**src/rtl/adam_syscfg_tgt_ctrl_if.sv**
```systemverilog
// APB slave bundle between the system-config bridge and one target
// control stage. The bridge side drives requests, the target stage answers.
interface adam_syscfg_tgt_ctrl_if #(
  parameter int unsigned ADDR_WIDTH = 32,
  parameter int unsigned DATA_WIDTH = 32
);

  logic                  psel;
  logic                  penable;
  logic                  pwrite;
  logic [ADDR_WIDTH-1:0] paddr;
  logic [DATA_WIDTH-1:0] pwdata;
  logic [DATA_WIDTH-1:0] prdata;
  logic                  pready;
  logic                  pslverr;

  modport master (
    output psel,
    output penable,
    output pwrite,
    output paddr,
    output pwdata,
    input  prdata,
    input  pready,
    input  pslverr
  );

  modport slave (
    input  psel,
    input  penable,
    input  pwrite,
    input  paddr,
    input  pwdata,
    output prdata,
    output pready,
    output pslverr
  );

endinterface

```
**src/rtl/adam_syscfg_tgt_ctrl.sv**
```systemverilog
// Per-target control stage: holds one target's control registers, sequences
// its reset line and 4-phase pause handshake, and drives its boot address and
// masked interrupt line.
//
// state         | meaning
// --------------+---------------------------------------------------------
// STOPPED   (0) | target held in reset and paused, waits for run intent
// PAUSED    (1) | out of reset, pause request asserted
// RESUMING  (2) | pause request dropped, waiting for target ack to fall
// RUNNING   (3) | target running freely
// PAUSING   (4) | pause request raised, waiting for target ack
// RESETTING (5) | target reset asserted for RST_CYCLES, then STOPPED
module adam_syscfg_tgt_ctrl #(
  parameter int unsigned            ADDR_WIDTH    = 32,
  parameter int unsigned            DATA_WIDTH    = 32,
  parameter bit                     EN_BOOTSTRAP  = 1'b0,
  parameter bit                     EN_BOOT_ADDR  = 1'b0,
  parameter bit                     EN_IRQ        = 1'b0,
  parameter int unsigned            RST_CYCLES    = 4,
  parameter logic [DATA_WIDTH-1:0]  BOOT_ADDR_RST = '0
) (
  input  logic                    clk,
  input  logic                    rst_n,
  adam_syscfg_tgt_ctrl_if.slave   apb,
  input  logic                    pause_req,
  output logic                    pause_ack,
  input  logic [DATA_WIDTH-1:0]   irq_vec,
  output logic                    tgt_rst,
  output logic                    tgt_pause_req,
  input  logic                    tgt_pause_ack,
  output logic [DATA_WIDTH-1:0]   tgt_boot_addr,
  output logic                    tgt_irq
);

  typedef enum logic [2:0] {
    ST_STOPPED   = 3'd0,
    ST_PAUSED    = 3'd1,
    ST_RESUMING  = 3'd2,
    ST_RUNNING   = 3'd3,
    ST_PAUSING   = 3'd4,
    ST_RESETTING = 3'd5
  } state_e;

  localparam logic [1:0] REG_ACTION    = 2'd0;
  localparam logic [1:0] REG_STATUS    = 2'd1;
  localparam logic [1:0] REG_BOOT_ADDR = 2'd2;
  localparam logic [1:0] REG_IRQ_MASK  = 2'd3;

  localparam logic [1:0] ACT_RESUME = 2'd1;
  localparam logic [1:0] ACT_PAUSE  = 2'd2;
  localparam logic [1:0] ACT_STOP   = 2'd3;

  // Reset residency is timed by a down-counter loaded with RST_CYCLES-1;
  // the target leaves RESETTING on the cycle the counter reads zero.
  localparam int unsigned     CNT_W    = (RST_CYCLES > 1) ? $clog2(RST_CYCLES) : 1;
  localparam logic [CNT_W-1:0] CNT_LOAD = CNT_W'(RST_CYCLES - 1);

  state_e                  state_q;
  state_e                  state_d;
  logic [CNT_W-1:0]        rst_cnt_q;
  logic                    want_run_q;
  logic                    stop_pend_q;
  logic                    pause_ack_q;
  logic                    tgt_irq_q;
  logic [DATA_WIDTH-1:0]   boot_addr_q;
  logic [DATA_WIDTH-1:0]   irq_mask_q;

  logic                    access;
  logic [1:0]              reg_sel;
  logic [1:0]              act_code;
  logic                    reg_err;
  logic [DATA_WIDTH-1:0]   reg_rdata;
  logic                    wr_ok;
  logic                    act_resume;
  logic                    act_pause;
  logic                    act_stop;
  logic                    rst_done;
  logic [5:0]              status_bits;
  logic                    unused_paddr;

  // ---------------------------------------------------------------------
  // Register access decode
  // ---------------------------------------------------------------------
  assign access       = apb.psel & apb.penable;
  assign reg_sel      = apb.paddr[3:2];
  assign act_code     = apb.pwdata[1:0];
  assign unused_paddr = ^{apb.paddr[ADDR_WIDTH-1:4], apb.paddr[1:0]};

  assign status_bits  = {pause_ack_q, stop_pend_q, want_run_q, state_q};

  // Classify the current access as legal/illegal and select read data.
  always_comb begin
    reg_err   = 1'b0;
    reg_rdata = '0;
    case (reg_sel)
      REG_ACTION: begin
        // write-only; code 0 is not a command
        reg_err = !apb.pwrite || (act_code == 2'd0);
      end
      REG_STATUS: begin
        if (apb.pwrite) reg_err = 1'b1;
        else            reg_rdata = DATA_WIDTH'(status_bits);
      end
      REG_BOOT_ADDR: begin
        if (!EN_BOOT_ADDR)    reg_err = 1'b1;
        else if (!apb.pwrite) reg_rdata = boot_addr_q;
      end
      REG_IRQ_MASK: begin
        if (!EN_IRQ)          reg_err = 1'b1;
        else if (!apb.pwrite) reg_rdata = irq_mask_q;
      end
      default: reg_err = 1'b1;
    endcase
  end

  assign apb.pready  = 1'b1;
  assign apb.pslverr = access & reg_err;
  assign apb.prdata  = (access && !apb.pwrite) ? reg_rdata : '0;

  assign wr_ok      = access & apb.pwrite & !reg_err;
  assign act_resume = wr_ok && (reg_sel == REG_ACTION) && (act_code == ACT_RESUME);
  assign act_pause  = wr_ok && (reg_sel == REG_ACTION) && (act_code == ACT_PAUSE);
  assign act_stop   = wr_ok && (reg_sel == REG_ACTION) && (act_code == ACT_STOP);

  // ---------------------------------------------------------------------
  // Software intent. A command arriving on the same cycle the FSM finishes
  // a reset overrides the FSM's clear of stop_pend (later assignment wins).
  // ---------------------------------------------------------------------
  // Track run intent and pending stop from ACTION commands.
  always_ff @(posedge clk) begin
    if (!rst_n) begin
      want_run_q  <= EN_BOOTSTRAP;
      stop_pend_q <= 1'b0;
    end else begin
      if (rst_done) stop_pend_q <= 1'b0;
      if (act_resume) begin
        want_run_q  <= 1'b1;
        stop_pend_q <= 1'b0;
      end
      if (act_pause) want_run_q <= 1'b0;
      if (act_stop) begin
        want_run_q  <= 1'b0;
        stop_pend_q <= 1'b1;
      end
    end
  end

  // Hold the boot address and interrupt mask configuration registers.
  always_ff @(posedge clk) begin
    if (!rst_n) begin
      boot_addr_q <= BOOT_ADDR_RST;
      irq_mask_q  <= '0;
    end else if (wr_ok) begin
      if (reg_sel == REG_BOOT_ADDR) boot_addr_q <= apb.pwdata;
      if (reg_sel == REG_IRQ_MASK)  irq_mask_q  <= apb.pwdata;
    end
  end

  // ---------------------------------------------------------------------
  // Sequencing FSM
  // ---------------------------------------------------------------------
  assign rst_done = (state_q == ST_RESETTING) && (rst_cnt_q == '0);

  // State register.
  always_ff @(posedge clk) begin
    if (!rst_n) state_q <= ST_STOPPED;
    else        state_q <= state_d;
  end

  // Next-state logic; pause_req acts as a hold that blocks forward progress.
  always_comb begin
    state_d = state_q;
    case (state_q)
      ST_STOPPED: begin
        if (want_run_q && !pause_req) state_d = ST_PAUSED;
      end
      ST_PAUSED: begin
        if (stop_pend_q)                    state_d = ST_RESETTING;
        else if (want_run_q && !pause_req)  state_d = ST_RESUMING;
      end
      ST_RESUMING: begin
        // must finish the handshake before the target can be paused again
        if (!tgt_pause_ack) state_d = ST_RUNNING;
      end
      ST_RUNNING: begin
        if (!want_run_q || pause_req) state_d = ST_PAUSING;
      end
      ST_PAUSING: begin
        if (tgt_pause_ack) state_d = stop_pend_q ? ST_RESETTING : ST_PAUSED;
      end
      ST_RESETTING: begin
        if (rst_cnt_q == '0) state_d = ST_STOPPED;
      end
      default: state_d = ST_STOPPED;
    endcase
  end

  // Decode target reset and pause request from the registered state.
  always_comb begin
    tgt_rst       = 1'b1;
    tgt_pause_req = 1'b1;
    case (state_q)
      ST_STOPPED, ST_RESETTING: begin
        tgt_rst       = 1'b1;
        tgt_pause_req = 1'b1;
      end
      ST_PAUSED, ST_PAUSING: begin
        tgt_rst       = 1'b0;
        tgt_pause_req = 1'b1;
      end
      ST_RESUMING, ST_RUNNING: begin
        tgt_rst       = 1'b0;
        tgt_pause_req = 1'b0;
      end
      default: begin
        tgt_rst       = 1'b1;
        tgt_pause_req = 1'b1;
      end
    endcase
  end

  // Reset-residency timer: reloads outside RESETTING, counts down inside.
  always_ff @(posedge clk) begin
    if (!rst_n)                          rst_cnt_q <= CNT_LOAD;
    else if (state_q != ST_RESETTING)    rst_cnt_q <= CNT_LOAD;
    else if (rst_cnt_q != '0)            rst_cnt_q <= rst_cnt_q - 1'b1;
  end

  // ---------------------------------------------------------------------
  // System pause acknowledge and interrupt
  // ---------------------------------------------------------------------
  // Acknowledge the system hold only once the target is quiescent.
  always_ff @(posedge clk) begin
    if (!rst_n) pause_ack_q <= 1'b0;
    else        pause_ack_q <= pause_req &&
                               ((state_q == ST_STOPPED) || (state_q == ST_PAUSED));
  end

  // Register the masked interrupt reduction.
  always_ff @(posedge clk) begin
    if (!rst_n)      tgt_irq_q <= 1'b0;
    else if (EN_IRQ) tgt_irq_q <= |(irq_vec & irq_mask_q);
    else             tgt_irq_q <= 1'b0;
  end

  assign pause_ack     = pause_ack_q;
  assign tgt_irq       = tgt_irq_q;
  assign tgt_boot_addr = EN_BOOT_ADDR ? boot_addr_q : '0;

endmodule
```
**src/flat_wrapper.sv**
```systemverilog
// flat-port wrapper written by rule: the top's interface ports become plain ports
module adam_syscfg_tgt_ctrl_flat 
#(
  parameter int unsigned            ADDR_WIDTH    = 32,
  parameter int unsigned            DATA_WIDTH    = 32,
  parameter bit                     EN_BOOTSTRAP  = 1'b0,
  parameter bit                     EN_BOOT_ADDR  = 1'b0,
  parameter bit                     EN_IRQ        = 1'b0,
  parameter int unsigned            RST_CYCLES    = 4,
  parameter logic [DATA_WIDTH-1:0]  BOOT_ADDR_RST = '0
)
  (clk, rst_n, pause_req, pause_ack, irq_vec, tgt_rst, tgt_pause_req, tgt_pause_ack, tgt_boot_addr, tgt_irq, apb_psel, apb_penable, apb_pwrite, apb_paddr, apb_pwdata, apb_prdata, apb_pready, apb_pslverr);
  adam_syscfg_tgt_ctrl_if #(.ADDR_WIDTH(ADDR_WIDTH), .DATA_WIDTH(DATA_WIDTH)) apb_i ();
  input  logic clk;
  input  logic rst_n;
  input  logic pause_req;
  output logic pause_ack;
  input  logic [DATA_WIDTH-1:0] irq_vec;
  output logic tgt_rst;
  output logic tgt_pause_req;
  input  logic tgt_pause_ack;
  output logic [DATA_WIDTH-1:0] tgt_boot_addr;
  output logic tgt_irq;
  input wire logic [$bits(apb_i.psel)-1:0] apb_psel;
  input wire logic [$bits(apb_i.penable)-1:0] apb_penable;
  input wire logic [$bits(apb_i.pwrite)-1:0] apb_pwrite;
  input wire logic [$bits(apb_i.paddr)-1:0] apb_paddr;
  input wire logic [$bits(apb_i.pwdata)-1:0] apb_pwdata;
  output wire logic [$bits(apb_i.prdata)-1:0] apb_prdata;
  output wire logic [$bits(apb_i.pready)-1:0] apb_pready;
  output wire logic [$bits(apb_i.pslverr)-1:0] apb_pslverr;
  assign apb_i.psel = apb_psel;
  assign apb_i.penable = apb_penable;
  assign apb_i.pwrite = apb_pwrite;
  assign apb_i.paddr = apb_paddr;
  assign apb_i.pwdata = apb_pwdata;
  assign apb_prdata = apb_i.prdata;
  assign apb_pready = apb_i.pready;
  assign apb_pslverr = apb_i.pslverr;
  adam_syscfg_tgt_ctrl #(.ADDR_WIDTH(ADDR_WIDTH), .DATA_WIDTH(DATA_WIDTH), .EN_BOOTSTRAP(EN_BOOTSTRAP), .EN_BOOT_ADDR(EN_BOOT_ADDR), .EN_IRQ(EN_IRQ), .RST_CYCLES(RST_CYCLES), .BOOT_ADDR_RST(BOOT_ADDR_RST)) u_core (.clk(clk), .rst_n(rst_n), .apb(apb_i), .pause_req(pause_req), .pause_ack(pause_ack), .irq_vec(irq_vec), .tgt_rst(tgt_rst), .tgt_pause_req(tgt_pause_req), .tgt_pause_ack(tgt_pause_ack), .tgt_boot_addr(tgt_boot_addr), .tgt_irq(tgt_irq));
endmodule
```
**config.mk**
```make
export PLATFORM = sky130hd
export DESIGN_NAME = adam_syscfg_tgt_ctrl_flat
export DESIGN_NICKNAME = d
export VERILOG_FILES = /design/src/rtl/adam_syscfg_tgt_ctrl_if.sv /design/src/rtl/adam_syscfg_tgt_ctrl.sv /design/src/flat_wrapper.sv
export SDC_FILE = /design/constraint.sdc
export NUM_CORES = 1
export LEC_CHECK = 0
export ABC_AREA = 1
export CAP_MARGIN = 0
export CORE_MARGIN = 5
export CORE_UTILIZATION = 21
export CTS_CLUSTER_SIZE = 10
export DETAILED_ROUTE_END_ITERATION = 10
export PLACE_DENSITY = 0.76
export SYNTH_ARGS = -nofsm -noshare
export SYNTH_HDL_FRONTEND = slang
export SYNTH_SLANG_ARGS = --single-unit
```
**constraint.sdc**
```tcl
create_clock -name clk -period 1.2 [get_ports clk]
set_clock_uncertainty 0.05 [all_clocks]
set_input_delay 0.3 -clock clk [delete_from_list [all_inputs] [get_ports clk]]
set_output_delay 0.3 -clock clk [all_outputs]
set_load 0.03 [all_outputs]
```
Word-level counts from Yosys, hierarchy flattened
Cells that the tools add are included.
W data, S select, Z words.
{ "totals": {"register_bits": 8, "input_bits": 103, "output_inout_bits": 70} }
{ "classes": {"bitwise": 5, "eq_ne": 18, "mux": 19, "n_reduce_logical": 27, "addsub": 1} }
{ "op_table": {"columns": ["operator", "count"], "rows": [
  ["$mux W32", 2],
  ["$mux W3", 8],
  ["$pmux W3 S6", 1],
  ["$eq A2 B2 Y1 const B", 4],
  ["$logic_and A1 B1 Y1", 8],
  ["$eq A3 B2 Y1 const B", 2],
  ["$eq A3 B3 Y1 const B", 2],
  ["$logic_not A2 Y1", 3],
  ["$mux W1", 6],
  ["$mux W6", 1],
  ["$ne A2 B2 Y1 const B", 3],
  ["$reduce_and A6 Y1", 1],
  ["$reduce_or A2 Y1", 3],
  ["$and A1 B1 Y1", 4],
  ["$eq A2 B1 Y1 const B", 2],
  ["$logic_not A1 Y1", 4],
  ["$ne A2 B1 Y1 const B", 2],
  ["$reduce_or A4 Y1", 1],
  ["$eq A3 B1 Y1 const B", 1],
  ["$logic_not A3 Y1", 1],
  ["$logic_or A1 B1 Y1", 3],
  ["$ne A3 B1 Y1 const B", 1],
  ["$ne A3 B3 Y1 const B", 1],
  ["$pmux W1 S3", 1],
  ["5 further kinds", 5]
]} }

Depth between registers and ports, before layout
{ "depth": {"word_depth": 9, "depth_mapped": 9, "mapped_depth_nobuf": 9} }

Worst setup path before layout
No wires, ideal clock.
{ "synth_timing": {"path_kind": "input -> output", "start": "input apb_paddr[3]", "end": "output apb_prdata[0]", "path_stages": 5, "arrival_ns": 1.245, "slack_ns": -0.395, "path_buffers": 1, "path_cell_list": "inv_1 -> nand3_1 -> or2_2 -> clkbuf_1 -> nor2_1"} }
{ "synth_via": {"elab_chain_len": 3} }
{ "synth_rtl": {"columns": ["item", "line_no", "text"], "rows": [
  ["start, declared", "flat_wrapper.sv:27", "input wire logic [$bits(apb_i.paddr)-1:0] apb_paddr;"],
  ["$eq A2 B1 Y1", "adam_syscfg_tgt_ctrl.sv:95", "case (reg_sel)"],
  ["$mux W32", null, null],
  ["$mux W32", "adam_syscfg_tgt_ctrl.sv:118", "assign apb.prdata = (access && !apb.pwrite) ? reg_rdata : '0;"],
  ["end, declared", "flat_wrapper.sv:29", "output wire logic [$bits(apb_i.prdata)-1:0] apb_prdata;"]
]} }
Every way passes these cells.

Worst setup path in the final report
{ "layout_timing": {"start": "input apb_pwrite", "end": "output apb_prdata[0]"} }
{ "layout_via": {"elab_chain_len": 3, "word_cells_on_any_way": 5, "cone_classes": "mux (3); reduce/logical (2)"} }
{ "layout_rtl": {"columns": ["item", "line_no", "text"], "rows": [
  ["start, declared", "flat_wrapper.sv:26", "input wire logic [$bits(apb_i.pwrite)-1:0] apb_pwrite;"],
  ["$mux W6 or $logic_not A1 Y1 (tied branches)", "adam_syscfg_tgt_ctrl.sv:101, adam_syscfg_tgt_ctrl.sv:118", null],
  ["$mux W32 or $logic_and A1 B1 Y1 (tied branches)", null, null],
  ["$mux W32 (*)", "adam_syscfg_tgt_ctrl.sv:118", null]
]} }
Every way passes the cells marked *; elsewhere a longest branch is shown, timed or not.

==> results_dict.tcl <==
set metrics [dict create \
    h-tree-depth 1 \
    dieArea_sq_mm 0.00685 \
    place.gp.congestion 0.854 \
    finalPower_mw 2.47 \
    num_rows 26 \
    place_inst 268 \
    drt_wl_total_um 2260 \
    hold_class "reg -> reg" \
    dp_hpwl_um 1820 \
    insertion_delay_ns 0.23 \
    synthTopCellsByArea "buf_4 40%, dfxtp_1 14%, nor2_1 7.4%" \
    grt_use_met2 0.122 \
    placed_cell_area_sq_mm 0.00134 \
    synth_warnings 0 \
    required_ns 0.85 \
    vias 933 \
    clk_path_buf_depth 2 \
    fp.dieH_um 82.8 \
    core_sq_mm 0.00514 \
    grt_pass1_wl_um 3380 \
    synth_cell_types 25 \
    final_cell_area_sq_mm 0.00155 \
    fmax_ghz 0.706 \
    cts_buffers 3 \
    diodes 0 \
    netlist_area_sq_mm 0.00111 \
    use_met1 0.0683 \
    io_buffers 20 \
    tritoncts "yes" \
    drtPass1Iterations 2 \
    drv_cap 0 \
    synthCells 167 \
    grt_antenna_before_repair 0 \
    worst_slack_ns -0.216 \
    drt_iter0_markers 38 \
    clk_pin_slew_ns 0.04 \
    rsz0062_at_grt "yes" \
    nets 312 \
    crit_fanout 6 \
    ir_drop_mv 0.912 \
    fin_cells 276 \
    top_usage_layer "met2" \
    route.antenna.remaining_nets 0 \
    drv_slew 0 \
    clock_sinks 8 \
    start_kind "primary input" \
    violations "negative setup slack" \
    finalSetupViolations 11 \
    postCtsHoldBufs 0 \
    pin_count 173 \
    clockRootBuffer "clkbuf_8" \
    via_per_inst 3.38 \
    avgSynthCellArea_sq_um 6.66 \
    leakage_nw 0.768 \
    global_route.usage.total 0.0626 \
    drive_gt1_frac 0.417 \
    post_drt_wl_per_cell_um 8.17 \
    endpoint_kind "output port" \
    use_met3 0.00648 \
    cp_data_arrival_time_ns 1.07 \
    hold_viol_final 0 \
    holdWs_ns 0.435 \
    num-fill-cells 550 \
    ys_seq_elements 8 \
    grt_pass1_vias 861 \
    die-width_um 82.8 \
    setup_tns_ns -1.67 \
    area_growth_pct 39.4 \
    finalCriticalPeriod_ns 1.42 \
    yosysSeqAreaShare 0.144 \
    drcViolationCount 0 \
    min_period_over_period 1.18 \
    yosys.area.top_type_share 0.405 \
    start_util 0.216 \
    status "finished, violations left" \
    synth_area_leader_cell "buf_4" \
    criticalPathCategory "in -> out" \
    p_per_area_mw_per_mm2 1590 \
    grt_max_degree 8 \
    grt_overflow 0 \
]
==> synthesized netlist by cell type, drive strengths merged <==
master	n
nand3	13
or2	1
nand3b	1
inv	20
a21oi	2
dfxtp	8
nand2	18
and3	1
nor4	1
o211ai	1
buf	63
nor2	27
clkbuf	1
o21ai	6
conb	2
nand4	1
ha	1
==> through the flow <==
stage          setup slack (ns)   util
2_1_floorplan            -0.160      -
3_3_place_gp             -0.755  0.261
3_5_place_dp             -0.757  0.261
4_1_cts                  -0.235  0.289
5_1_grt                  -0.270  0.302
6_report                 -0.216  0.302
==> metal layers <==
| layer | wire length [um] | vias up |
|---|---|---|
| li1 | - | 466 |
| met2 | 1200 | 58 |
| met5 | 0 | - |
| met4 | 18 | 0 |
| met3 | 263 | 3 |
| met1 | 769 | 406 |
==> state kept, by name (all words and copies together) (netlist names) <==
signal and cells:
u_core.state_q 3, u_core.stop_pend_q 1, u_core.want_run_q 1, u_core.rst_cnt_q 2, u_core.pause_ack 1
==> cell families after synthesis <==
logic type | after synthesis | synth area share
adders and majority gates | 1 | 0.0112
other | 2 | 0.00675
buffers and inverters | 84 | 0.508
and+or+nand+nor | 63 | 0.287
DFF | 8 | 0.144
AOI/OAI and AO/OA | 9 | 0.0427
==> path summary, 6_finish.rpt <==
kind / slack [ns] / start / cells past startpoint / to
worst min register to register: 0.43 / u_core.rst_cnt_q[1]$_SDFFE_PP1N_ / 2 / u_core.rst_cnt_q[1]$_SDFFE_PP1N_
worst max-delay path: -0.22 / apb_pwrite / 6 / apb_prdata[0]
worst min-delay path: 0.43 / u_core.rst_cnt_q[1]$_SDFFE_PP1N_ / 2 / u_core.rst_cnt_q[1]$_SDFFE_PP1N_
worst max register to register: -0.01 / u_core.state_q[0]$_SDFFE_PN0P_ / 9 / u_core.state_q[1]$_SDFFE_PN0P_
==> repair_timing <==
item	CTS	global route
endpoints found under the setup margin	16	16
gates cloned	0	0
buffers inserted	6	2
pin swaps	17	9
gates resized for setup	62	14
==> where the power goes <==
group	leakage (nW)	switching (mW)	total [mW]	internal, mW
Combinational	0.679	1.00	1.71	0.715
Clock	0.0216	0.104	0.321	0.217
Sequential	0.0670	0.0931	0.435	0.342
Total	0.768	1.20	2.47	1.27
==> placed cells by master, fill, tap and decap left out, types with 2 or more instances in the layout <==
cell,n
inv_2,4
buf_2,5
inv_1,13
conb_1,60
buf_6,14
nand2_2,6
nand2_1,9
a21oi_1,2
buf_8,2
nand3_1,6
nor2_1,12
nand3_4,4
dfxtp_4,2
o21ai_0,4
nor2_2,3
buf_4,17
dfxtp_1,5
nand3_2,3
nand2_4,3
clkdlybuf4s50_1,2
nor2_4,12
clkbuf_8,3
inv_4,2
==> critical path, cell delays in order <==
cell	delay, ns
buf_8	0.10
inv_4	0.05
nand3_4	0.06
or2_4	0.31
nor2_4	0.10
buf_6	0.13
==> layout make-up <==
cell class / count / area, sq um / area share
repair buffers: 42 / 389 / 0.251
clock buffers: 3 / 41.3 / 0.0266
inverters: 20 / 92.6 / 0.0597
multi-input cells: 133 / 771 / 0.497
flip-flops and latches: 8 / 169 / 0.109
well taps: 70 / 87.6 / 0.0565
(Power assumes the default switching activity.)
